===== src/rtl/lsu_pkg.sv =====
// Shared encodings, FSM state type and byte-lane masks for the load/store sequencer.
package lsu_pkg;

  localparam logic [1:0] MEM_BYTE   = 2'b00;
  localparam logic [1:0] MEM_HALF   = 2'b01;
  localparam logic [1:0] MEM_WORD   = 2'b10;
  localparam logic       MEM_SIGNED = 1'b1;

  localparam logic [3:0] SIZE_MASK_BYTE = 4'h1;
  localparam logic [3:0] SIZE_MASK_HALF = 4'h3;
  localparam logic [3:0] SIZE_MASK_WORD = 4'hF;

  typedef enum logic [2:0] {
    ST_IDLE   = 3'd0,
    ST_ISSUE0 = 3'd1,
    ST_WAIT0  = 3'd2,
    ST_ISSUE1 = 3'd3,
    ST_WAIT1  = 3'd4,
    ST_RESP   = 3'd5
  } lsu_state_t;

  // Illegal size yields an empty mask so it can never request a split.
  function automatic logic [3:0] size_mask(input logic [1:0] size);
    case (size)
      MEM_BYTE: size_mask = SIZE_MASK_BYTE;
      MEM_HALF: size_mask = SIZE_MASK_HALF;
      MEM_WORD: size_mask = SIZE_MASK_WORD;
      default:  size_mask = 4'h0;
    endcase
  endfunction

endpackage


===== src/rtl/lsu_store_pack.sv =====
// Combinational lane packer: positions byte enables and store data across two words.
module lsu_store_pack (
  input  logic [1:0]  size,
  input  logic [1:0]  off,
  input  logic [31:0] wdata,
  output logic [7:0]  be8,
  output logic [63:0] wd64,
  output logic        split
);
  import lsu_pkg::*;

  // Any enable landing in the upper word means a second transaction.
  always_comb begin
    be8   = {4'h0, size_mask(size)} << off;
    wd64  = {32'h0, wdata} << {off, 3'b000};
    split = |be8[7:4];
  end

endmodule


===== src/rtl/lsu_ctrl.sv =====
// Load/store sequencer between the MEM stage and the data-memory port.
// Misaligned half/word splitting is built only when LSU_MISALIGN_SPLIT_EN is defined.
module lsu_ctrl #(
  parameter int TIMEOUT_CYC = 255
) (
  input  logic        clk,
  input  logic        rst_n,
  input  logic        req_valid,
  output logic        req_ready,
  input  logic        req_we,
  input  logic [4:0]  req_mem_op,
  input  logic [31:0] req_addr,
  input  logic [31:0] req_wdata,
  output logic        resp_valid,
  output logic [31:0] resp_rdata,
  output logic        resp_err,
  output logic        busy,
  output logic        dm_req,
  input  logic        dm_gnt,
  output logic        dm_we,
  output logic [31:0] dm_addr,
  output logic [3:0]  dm_be,
  output logic [31:0] dm_wdata,
  input  logic        dm_rvalid,
  input  logic [31:0] dm_rdata
);
  import lsu_pkg::*;

  localparam bit TO_EN = (TIMEOUT_CYC > 32'sd0);
  localparam int CW = (TIMEOUT_CYC > 32'sd1) ? $clog2(TIMEOUT_CYC) : 1;
  localparam logic [CW-1:0] TO_LAST = TO_EN ? CW'(TIMEOUT_CYC - 32'sd1) : {CW{1'b0}};
  localparam logic [CW-1:0] CNT_ONE = CW'(32'd1);

  lsu_state_t  state, state_next;
  logic [CW-1:0] cnt;
  logic        tmo, accept, err_n, bad_req;
  logic [1:0]  size_q, off_q;
  logic        sign_q, we_q;
  logic [31:0] addr_q, buf0, buf0_n;
  logic [7:0]  pk_be8;
  logic [63:0] pk_wd64, merged;
  logic        pk_split;
  logic [31:0] load_ext;
  logic        unused_bits;
`ifdef LSU_MISALIGN_SPLIT_EN
  logic [3:0]  be_hi;
  logic [31:0] wd_hi, buf1, buf1_n;
  logic        split_q;
`endif

  lsu_store_pack u_pack (
    .size  (req_mem_op[1:0]),
    .off   (req_addr[1:0]),
    .wdata (req_wdata),
    .be8   (pk_be8),
    .wd64  (pk_wd64),
    .split (pk_split)
  );

`ifdef LSU_MISALIGN_SPLIT_EN
  assign bad_req     = (req_mem_op[1:0] == 2'b11);
  assign unused_bits = ^{req_mem_op[4:3], merged[63:32]};
`else
  assign bad_req     = (req_mem_op[1:0] == 2'b11) || pk_split;
  assign unused_bits = ^{req_mem_op[4:3], merged[63:32], pk_be8[7:4], pk_wd64[63:32]};
`endif

  assign accept = req_valid && req_ready;
  assign tmo    = TO_EN && (cnt == TO_LAST);

  // State register
  always_ff @(posedge clk or negedge rst_n) begin
    if (!rst_n) state <= ST_IDLE;
    else        state <= state_next;
  end

  // Next-state logic; err_n flags an erroring entry into RESP
  always_comb begin
    state_next = state;
    err_n      = 1'b0;
    case (state)
      ST_IDLE: begin
        if (accept && bad_req) begin
          state_next = ST_RESP;
          err_n      = 1'b1;
        end else if (accept) begin
          state_next = ST_ISSUE0;
        end else begin
          state_next = ST_IDLE;
        end
      end
      ST_ISSUE0: begin
        if (dm_gnt)   state_next = ST_WAIT0;
        else if (tmo) begin state_next = ST_RESP; err_n = 1'b1; end
        else          state_next = ST_ISSUE0;
      end
      ST_WAIT0: begin
        if (dm_rvalid) begin
`ifdef LSU_MISALIGN_SPLIT_EN
          state_next = split_q ? ST_ISSUE1 : ST_RESP;
`else
          state_next = ST_RESP;
`endif
        end else if (tmo) begin
          state_next = ST_RESP;
          err_n      = 1'b1;
        end else begin
          state_next = ST_WAIT0;
        end
      end
`ifdef LSU_MISALIGN_SPLIT_EN
      ST_ISSUE1: begin
        if (dm_gnt)   state_next = ST_WAIT1;
        else if (tmo) begin state_next = ST_RESP; err_n = 1'b1; end
        else          state_next = ST_ISSUE1;
      end
      ST_WAIT1: begin
        if (dm_rvalid) state_next = ST_RESP;
        else if (tmo)  begin state_next = ST_RESP; err_n = 1'b1; end
        else           state_next = ST_WAIT1;
      end
`endif
      ST_RESP: state_next = ST_IDLE;
      default: state_next = ST_IDLE;
    endcase
  end

  // Phase timer restarts whenever the FSM changes state
  always_ff @(posedge clk or negedge rst_n) begin
    if (!rst_n)                   cnt <= {CW{1'b0}};
    else if (state_next != state) cnt <= {CW{1'b0}};
    else if (state != ST_IDLE && state != ST_RESP) cnt <= cnt + CNT_ONE;
    else                          cnt <= {CW{1'b0}};
  end

  // Request capture at acceptance
  always_ff @(posedge clk or negedge rst_n) begin
    if (!rst_n) begin
      size_q  <= 2'b00;
      off_q   <= 2'b00;
      sign_q  <= 1'b0;
      we_q    <= 1'b0;
      addr_q  <= 32'h0;
`ifdef LSU_MISALIGN_SPLIT_EN
      be_hi   <= 4'h0;
      wd_hi   <= 32'h0;
      split_q <= 1'b0;
`endif
    end else if (accept) begin
      size_q  <= req_mem_op[1:0];
      off_q   <= req_addr[1:0];
      sign_q  <= req_mem_op[2];
      we_q    <= req_we;
      addr_q  <= {req_addr[31:2], 2'b00};
`ifdef LSU_MISALIGN_SPLIT_EN
      be_hi   <= pk_be8[7:4];
      wd_hi   <= pk_wd64[63:32];
      split_q <= pk_split;
`endif
    end
  end

  // Read-word buffers and load alignment/extension
  always_comb begin
    if (state == ST_WAIT0 && dm_rvalid) buf0_n = dm_rdata;
    else                                buf0_n = buf0;
`ifdef LSU_MISALIGN_SPLIT_EN
    if (state == ST_WAIT1 && dm_rvalid) buf1_n = dm_rdata;
    else                                buf1_n = buf1;
    merged = {buf1_n, buf0_n} >> {off_q, 3'b000};
`else
    merged = {32'h0, buf0_n} >> {off_q, 3'b000};
`endif
    case (size_q)
      MEM_BYTE: load_ext = {{24{(sign_q == MEM_SIGNED) && merged[7]}}, merged[7:0]};
      MEM_HALF: load_ext = {{16{(sign_q == MEM_SIGNED) && merged[15]}}, merged[15:0]};
      MEM_WORD: load_ext = merged[31:0];
      default:  load_ext = 32'h0;
    endcase
  end

  // Buffer registers
  always_ff @(posedge clk or negedge rst_n) begin
    if (!rst_n) begin
      buf0 <= 32'h0;
`ifdef LSU_MISALIGN_SPLIT_EN
      buf1 <= 32'h0;
`endif
    end else begin
      buf0 <= buf0_n;
`ifdef LSU_MISALIGN_SPLIT_EN
      buf1 <= buf1_n;
`endif
    end
  end

  // Registered outputs, loaded from the next state so they line up with it
  always_ff @(posedge clk or negedge rst_n) begin
    if (!rst_n) begin
      req_ready  <= 1'b1;
      busy       <= 1'b0;
      dm_req     <= 1'b0;
      resp_valid <= 1'b0;
      resp_err   <= 1'b0;
      resp_rdata <= 32'h0;
      dm_we      <= 1'b0;
      dm_addr    <= 32'h0;
      dm_be      <= 4'h0;
      dm_wdata   <= 32'h0;
    end else begin
      req_ready  <= (state_next == ST_IDLE);
      busy       <= (state_next != ST_IDLE);
      dm_req     <= (state_next == ST_ISSUE0) || (state_next == ST_ISSUE1);
      resp_valid <= (state_next == ST_RESP);
      resp_err   <= (state_next == ST_RESP) && err_n;
      resp_rdata <= ((state_next == ST_RESP) && !err_n && !we_q) ? load_ext : 32'h0;
      if (state == ST_IDLE && state_next == ST_ISSUE0) begin
        dm_we    <= req_we;
        dm_addr  <= {req_addr[31:2], 2'b00};
        dm_be    <= pk_be8[3:0];
        dm_wdata <= pk_wd64[31:0];
      end
`ifdef LSU_MISALIGN_SPLIT_EN
      if (state == ST_WAIT0 && state_next == ST_ISSUE1) begin
        dm_addr  <= addr_q + 32'd4;
        dm_be    <= be_hi;
        dm_wdata <= wd_hi;
      end
`endif
    end
  end

endmodule


===== config.mk =====
export PLATFORM = sky130hd
export DESIGN_NAME = lsu_ctrl
export DESIGN_NICKNAME = d
export VERILOG_FILES = /design/src/rtl/lsu_pkg.sv /design/src/rtl/lsu_store_pack.sv /design/src/rtl/lsu_ctrl.sv
export SDC_FILE = /design/constraint.sdc
export NUM_CORES = 1
export LEC_CHECK = 0
export ABC_AREA = 1
export CAP_MARGIN = 20
export CORE_MARGIN = 2
export CORE_UTILIZATION = 44
export CTS_CLUSTER_DIAMETER = 80
export DETAILED_ROUTE_END_ITERATION = 12
export PLACE_DENSITY = 0.83
export SETUP_SLACK_MARGIN = 0.4
export SYNTH_ARGS = -nofsm -noshare
export SYNTH_HDL_FRONTEND = slang
export SYNTH_HIERARCHICAL = 1
export SYNTH_SLANG_ARGS = --single-unit

===== constraint.sdc =====
create_clock -name clk -period 1.65 [get_ports clk]
set_input_delay 0.33 -clock clk [delete_from_list [all_inputs] [get_ports clk]]
set_output_delay 0.33 -clock clk [all_outputs]
set_load 0.02 [all_outputs]

==> impl_metrics.py <==
metrics = {
    "outcome": {
        "status": "finished with violations",
        "violations": "negative setup slack",
    },
    "global_routing": {
        "antenna_found_initial": 0,
        "grtUsageTotal": 0.299,
        "grt_pass1_vias": 8327,
        "grt_max_degree": 43,
        "grt_pass1_wl_um": 42200,
        "gr-total-overflow": 0,
    },
    "clock_network": {
        "insertion_delay_ns": 0.44,
        "cts.path.max_buffers": 2,
        "cts-htree-levels": 4,
        "cts_root_buffer": "clkbuf_16",
        "cts_sinks": 153,
        "clk_pin_slew_ns": 0.07,
        "numCtsBuffers": 17,
        "cts_tree": "built",
    },
    "setup_path": {
        "worstPathMaxFanout": 8,
        "cp-start-kind": "flip-flop",
        "required_ns": 1.97,
        "worstSetupEndpointType": "flip-flop",
        "crit_type": "reg -> reg",
        "cp.arrival_ns": 2.24,
    },
    "logic_synthesis": {
        "ys.warnings.count": 6,
        "syn_inst": 981,
        "syn_area_um2": 7660,
        "avgSynthCellArea_um2": 7.81,
    },
    "placed_design": {
        "gp_congestion": 0.888,
        "place_ws_ns": -0.838,
        "dp_cells": 1425,
        "dp_hpwl_um": 15600,
        "io_buffer_count": 208,
    },
    "min_path": {
        "hp-class": "in -> reg",
    },
    "final_layout": {
        "antenna_cells": 0,
        "final_core_util": 0.803,
        "final_nets": 1431,
        "syn_to_final_growth_pct": 80.1,
        "fill_cells": 963,
        "drive_gt1_frac": 0.439,
        "fin_cells": 1557,
    },
    "floorplan": {
        "die_h_um": 136,
        "row_count": 48,
        "core_area_um2": 17200,
        "initial_core_util": 0.446,
        "die_area_um2": 18500,
        "io_pins": 213,
        "die_x_um": 136,
    },
    "sta": {
        "worst_pin_slew_ns": 0.505,
        "layout_worst_path_cycle_share": 1.16,
        "setup_viol": 112,
        "maxSlewHeadroom": 0.662,
        "fmax_ghz": 0.523,
        "min_period_ns": 1.91,
        "layout_setup_ws_ns": -0.261,
        "slew_violations": 0,
        "clock_skew_ns": 0.0118,
        "timing_hold_violations_final": 0,
        "rsz0062_at_grt": "true",
        "finalSetupTns_ns": -20.10,
    },
    "run": {
        "drv_cap": 0,
    },
    "pwr": {
        "vdd_ir_drop_max_uv": 1420,
        "fin_total_pwr_mw": 27.5,
        "power.density_nw_per_um2": 2000,
        "leakagePower_nw": 7.00,
    },
    "routing": {
        "drc": 0,
        "drt-wirelength-per-cell_um": 20.5,
        "dr.pass1.iters": 5,
        "route.antenna.remaining_nets": 0,
        "vias": 8579,
        "drt-total-wl_um": 31900,
        "drt_iter0_markers": 766,
        "vias_per_cell": 5.51,
    },
}
==> flip-flops by register name (all words and copies together), names as in the netlist <==
register,cells
dm_we,1
off_q,2
resp_err,1
resp_valid,1
size_q,2
sign_q,1
buf0,32
dm_addr,30
state,3
we_q,1
busy,1
cnt,8
dm_be,4
dm_req,1
dm_wdata,32
resp_rdata,32
req_ready,1
==> layout make-up <==
class / instances / area (µm²) / area share
clock buffer: 17 / 425 / 0.0308
clock inverter: 15 / 118 / 0.00853
inverter: 94 / 375 / 0.0272
multi-input combinational: 676 / 4440 / 0.322
sequential: 153 / 3830 / 0.278
tap: 225 / 282 / 0.0204
timing repair buffer: 376 / 4310 / 0.313
timing repair inverter: 1 / 8.76 / 0.000635
==> cell usage in the layout, fill, tap and decap left out, types with 10 or more instances in the layout <==
cell type and n:
a21oi_1 13, a21oi_2 11, buf_12 17, buf_16 15, buf_4 83, buf_6 146, clkbuf_16 27, clkdlybuf4s50_1 98
dfrtp_1 152, inv_1 76, inv_2 14, nand2_1 274, nand2_2 65, nand2_4 47, nand3_1 59, nand3_2 74
nand3_4 16, nor2_1 31, o21ai_2 10
==> stage by stage <==
step,cell area [µm²],hold WS (ns)
3_5_place_dp,10500,0.252
5_1_grt,13800,0.304
3_3_place_gp,10500,0.248
2_1_floorplan,8000,0.0344
4_1_cts,12600,0.378
6_report,13800,0.310
==> report_power, final <==
part | switching (mW) | leakage (nW) | internal [mW]
clock | 1.78 | 0.259 | 1.96
combinational | 9.25 | 4.79 | 8.53
sequential | 0.962 | 1.96 | 5.05
==> routing by layer <==
layer / up-vias / global-route usage / part of all wire
met4: 0 / 0.160 / 0.068
met2: 507 / 0.529 / 0.51
met1: 4140 / 0.323 / 0.34
li1: 3760 / - / -
met5: - / 0 / 0
met3: 172 / 0.0865 / 0.079
==> final timing paths <==
kind                            depth (start not counted)               start  slack, ns                  endpoint
worst max-delay path                                   10  state[0]$_DFF_PN0_      -0.26  resp_rdata[20]$_DFF_PN0_
worst max register to register                         10  state[0]$_DFF_PN0_      -0.26  resp_rdata[20]$_DFF_PN0_
worst min-delay path                                    3       req_mem_op[0]       0.31     size_q[0]$_DFFE_PN0P_
worst min register to register                          2   buf0[3]$_DFF_PN0_       0.50         buf0[3]$_DFF_PN0_
min in group asynchronous                               2               rst_n       0.37   resp_rdata[3]$_DFF_PN0_
max in group asynchronous                               3               rst_n       0.66       req_ready$_DFF_PN1_
==> worst max-delay path, cell delays in order, from the launching register on <==
cell and delay (ns):
dfrtp_1 0.41, nor2_4 0.14, buf_6 0.12, buf_6 0.10
nand4_1 0.21, nand3_1 0.23, nand3_4 0.16, nand3_4 0.21
nand3_2 0.10, nand2_1 0.08, inv_1 0.05
==> what timing repair did <==
item	4_1_cts	5_1_grt
cloned	19	14
setup buffers	36	30
pin swaps	50	87
resized for setup	818	168
hold buffers	1	0
endpoints found under the setup margin	248	251
hold endpoints to repair	30	0
No activity file was read; power rests on OpenSTA's default activity.
==> RTL edit 1, RTL diff (same settings) <==
`TIMEOUT_CYC`: 255 -> 510.
--- a/src/rtl/lsu_ctrl.sv
+++ b/src/rtl/lsu_ctrl.sv
@@ -2,5 +2,5 @@
 // Misaligned half/word splitting is built only when LSU_MISALIGN_SPLIT_EN is defined.
 module lsu_ctrl #(
-  parameter int TIMEOUT_CYC = 255
+  parameter int TIMEOUT_CYC = 510
 ) (
   input  logic        clk,
Function: same outputs for any inputs over 10 cycles, from zero or initial values and one cycle with rst_n low; that may be too few to reach the edited logic, so the function may still have changed.
==> RTL edit 1 against the original RTL <==
  * The run still ends with setup timing left
  * Worst setup slack worse by 47 ps
  * Sequential cell count is 1 higher
  * Design area down 10%
  * Global-route usage down 4.2 points
  * Sequential share of layout area up 3.3 points
  * Routed wire length down 12%
  * Largest power group unchanged
  * Synthesized cell count is 0.20% lower
  * Highest routed layer unchanged
  * Critical path depth stayed put
  * Total power decreased by 18%
  * Synthesized area down 2.1%
==> RTL edit 1: results <==
[routing]
drtIter0Drc = 668
drtPass1Iterations = 6
drt_wl_total_um = 28200
via_count = 8306

[timing]
hold_violations = 0
setup_slack_ps = -308
finClkSkew_ps = 9.30
setup_viol = 110

[clock_network]
numCtsBuffers = 17
clk_path_buf_depth = 2
clk_latency_ps = 440

[grt]
grt_max_degree = 55
track_usage_pct = 25.7
grt_pass1_vias = 7512
antenna_found_initial = 0
grt_pass1_wl_um = 36500

[power]
p_leak_uw = 0.00648
p_int_uw = 13300
ir_drop_mv = 1.15

[placed_design]
hpwl_um = 15400
numPortBuffers = 208
dp_slack_ps = -750
gp_congestion = 0.904

[worst_setup_path]
rr_worst_depth = 10
r2r_start = cnt[1]
r2r_end = dm_addr[4]
crit_arrival_ps = 2280

[finish]
drive_above_1_share_pct = 32.7
fin_nets = 1399
antenna_cells = 0

[outcome]
failed_checks = setup timing
outcome = complete, but fails checks

[worst_hold_path]
min_path_type = input port to asynchronous set/reset pin
[RTL edit 1: changes by cell type in the layout (fill, tap and decap cells not counted), moves of 9 or more]
cell	change
nand3_4	-12
nand3_2	-44
o21ai_4	-9
nand2_1	+48
inv_2	-10
o21ai_1	+10
buf_16	-12
nand2_4	-29
a21oi_1	+9
nand2_2	-10
nand3_1	+46
buf_6	-26
[RTL edit 1: power groups by stage]
stage | logic [uW] | registers (uW) | clock network (uW)
4_1_cts | 10400 | 5900 | 4080
3_3_place_gp | 8980 | 5760 | 0
5_1_grt | 13300 | 6120 | 4320
2_1_floorplan | 4230 | 6750 | 0
6_report | 12600 | 6020 | 4120
3_5_place_dp | 9210 | 5760 | 0
[RTL edit 1: how the worst max path moves through the flow]
stage / startpoint / endpoint / slack [ps] / cells after the start
6_report: cnt[1] / dm_addr[4] / -310 / 10
3_3_place_gp: req_mem_op[0] / dm_we / -690 / 15
5_1_grt: cnt[1] / dm_addr[26] / -380 / 10
2_1_floorplan: req_addr[0] / dm_be[0] / -120 / 15
3_5_place_dp: req_mem_op[0] / dm_wdata[2] / -750 / 15
4_1_cts: cnt[1] / dm_addr[4] / -120 / 10
[RTL edit 1: metal layers]
metal	track usage, %	part of all wire (%)	vias to the layer above
met1	29.3	36	3947
met3	7.24	8.4	147
met2	44.8	50	535
met4	12.0	6.0	0
li1	-	-	3677
met5	0	0	-
[RTL edit 1: what timing repair did]
item,in CTS,in global routing
hold buffers,1,0
resized for setup,628,159
buffers inserted,23,26
endpoints found under the hold margin,19,0
cloned,5,13
setup endpoints to repair,248,249
pin swaps,13,27
[RTL edit 1: worst max-delay path: cells and delay by family, from the launching register on]
kind	cells	cell delay (ps)
AOI/OAI and AO/OA	1	320
adders and majority gates	1	170
buffers and inverters	4	490
DFF	1	400
and+or+nand+nor	4	440
[RTL edit 1: layout make-up]
cell class	instances	area, um2
multi-input cells	679	3630
clock buffers	19	453
fillers	1088	4230
repair buffers	344	3680
flip-flops and latches	154	3860
well taps	220	275
clock inverters	12	163
inverters	91	357
[RTL edit 1: per-stage QoR]
step                setup TNS, ps  instances  cell area, um2  hold WS (ps)
floorplan                   -4130        980            7720          34.4
global placement           -64890       1420           10400           208
detailed placement         -70480       1420           10400           211
CTS                         -4920       1480           11500           345
global route               -28850       1519           12400           341
finish                     -20610       1519           12400           332
==> RTL edit 2, RTL diff (same settings) <==
Made on the original files. Register the output `resp_err` once more, cleared by the reset; this adds one clock of latency there. The other outputs are not delayed to match.
--- a/src/rtl/lsu_ctrl.sv
+++ b/src/rtl/lsu_ctrl.sv
@@ -32,4 +32,6 @@
   localparam logic [CW-1:0] CNT_ONE = CW'(32'd1);
 
+  logic resp_err_s0;
+
   lsu_state_t  state, state_next;
   logic [CW-1:0] cnt;
@@ -202,5 +204,5 @@
       dm_req     <= 1'b0;
       resp_valid <= 1'b0;
-      resp_err   <= 1'b0;
+      resp_err_s0 <= 1'b0;
       resp_rdata <= 32'h0;
       dm_we      <= 1'b0;
@@ -213,5 +215,5 @@
       dm_req     <= (state_next == ST_ISSUE0) || (state_next == ST_ISSUE1);
       resp_valid <= (state_next == ST_RESP);
-      resp_err   <= (state_next == ST_RESP) && err_n;
+      resp_err_s0 <= (state_next == ST_RESP) && err_n;
       resp_rdata <= ((state_next == ST_RESP) && !err_n && !we_q) ? load_ext : 32'h0;
       if (state == ST_IDLE && state_next == ST_ISSUE0) begin
@@ -231,4 +233,12 @@
   end
 
+  always_ff @(posedge clk or negedge rst_n) begin
+    if (!rst_n) begin
+      resp_err <= '0;
+    end else begin
+      resp_err <= resp_err_s0;
+    end
+  end
+
 endmodule
 
Function: changed (a bounded check fails within 4 cycles, from zero or initial values and one cycle with rst_n low).
==> RTL edit 2 against the original RTL <==
  * The run still ends with setup timing left
  * Sequential cell count up 1
  * First-iteration DRC count is 33% lower
  * Routed wire length fell by 15%
  * Synthesized area rose by 0.33%
  * Design area fell by 7.6%
  * Total power fell by 8.9%
  * Sequential share of layout area grew 2.5 points
  * Cell count is 1.2% lower
  * Global-route usage decreased by 1.3 points
  * Via count fell by 5.6%
  * Worst setup slack better by 44 ps
  * Non-clock buffer count down 18
  * Clock skew shrank 1.0 ps
  * Largest power group unchanged
==> RTL edit 2: results <==
[routing]
viasPerCell = 5.27
drt_wl_total_um = 27200
drtPass1Iterations = 6
drtIter0Drc = 515

[timing]
setup_slack_ps = -217
finClkSkew_ps = 10.7
holdWs_ps = 316
setup_viol = 107

[outcome]
failed_checks = setup timing
outcome = complete, but fails checks

[clock_network]
clk_path_buf_depth = 2
cts_setup_buffers = 35
post_cts_resized = 158

[finish]
drive_above_1_share_pct = 32.1
n_fill_cell = 1140

[grt]
grt_max_degree = 38
grt_util_met2_pct = 49.2
use_met3_pct = 7.68
grt_pass1_vias = 7952
track_usage_pct = 28.6
grt_pass1_wl_um = 40500

[power]
ir_drop_mv = 1.34
switching_share_pct = 40.0

[worst_setup_path]
crit_fanout = 27
r2r_start = state[2]
crit_arrival_ps = 2180

[placed_design]
hpwl_um = 15600
[RTL edit 2: cell count changes in the layout (fill, tap and decap cells not counted), moves of 26 or more]
cell / before / now
nand2_1: 274 / 342
nand2_4: 47 / 12
nand2_2: 65 / 36
nand3_2: 74 / 38
buf_6: 146 / 120
nand3_1: 59 / 106
[RTL edit 2: per-stage QoR]
| stage | setup TNS, ps | setup WS [ps] | std cells |
|---|---|---|---|
| after floorplan | -5330 | -125 | 983 |
| after global placement | -74900 | -743 | 1424 |
| after detailed placement | -79950 | -816 | 1424 |
| after CTS | -16400 | -161 | 1511 |
| after global routing | -21620 | -292 | 1538 |
| final | -14320 | -217 | 1538 |
[RTL edit 2: cell type report]
cell class	count	area, um2	area share (%)
Sequential cell	154	3860	30.3
Clock buffer	19	443	3.48
Timing Repair inverter	1	6.26	0.0491
Clock inverter	12	174	1.37
Inverter	94	370	2.91
Tap cell	225	282	2.21
Timing Repair Buffer	358	4040	31.7
Multi-Input combinational cell	675	3570	28.0
[RTL edit 2: path summary, 6_finish.rpt]
path / end / depth (start not counted)
worst max-delay path: resp_rdata[9] / 8
worst min-delay path: size_q[0] / 3
worst max register to register: resp_rdata[9] / 8
worst min register to register: resp_err / 0
max in group asynchronous: buf0[24] / 3
min in group asynchronous: resp_rdata[1] / 2
[RTL edit 2: power groups by stage]
stage	registers, uW	clock network, uW	logic (uW)
floorplan	6640	0	5300
detailed placement	5780	0	9960
global placement	5770	0	9730
finish	5960	4160	14900
global route	6080	4360	15700
CTS	5770	4180	13600
[RTL edit 2: layer usage]
| layer | part of all wire (%) | wire (um) |
|---|---|---|
| met1 | 36 | 9700 |
| met4 | 4.4 | 1200 |
| met5 | 0 | 0 |
| met3 | 9.1 | 2490 |
| met2 | 51 | 13800 |
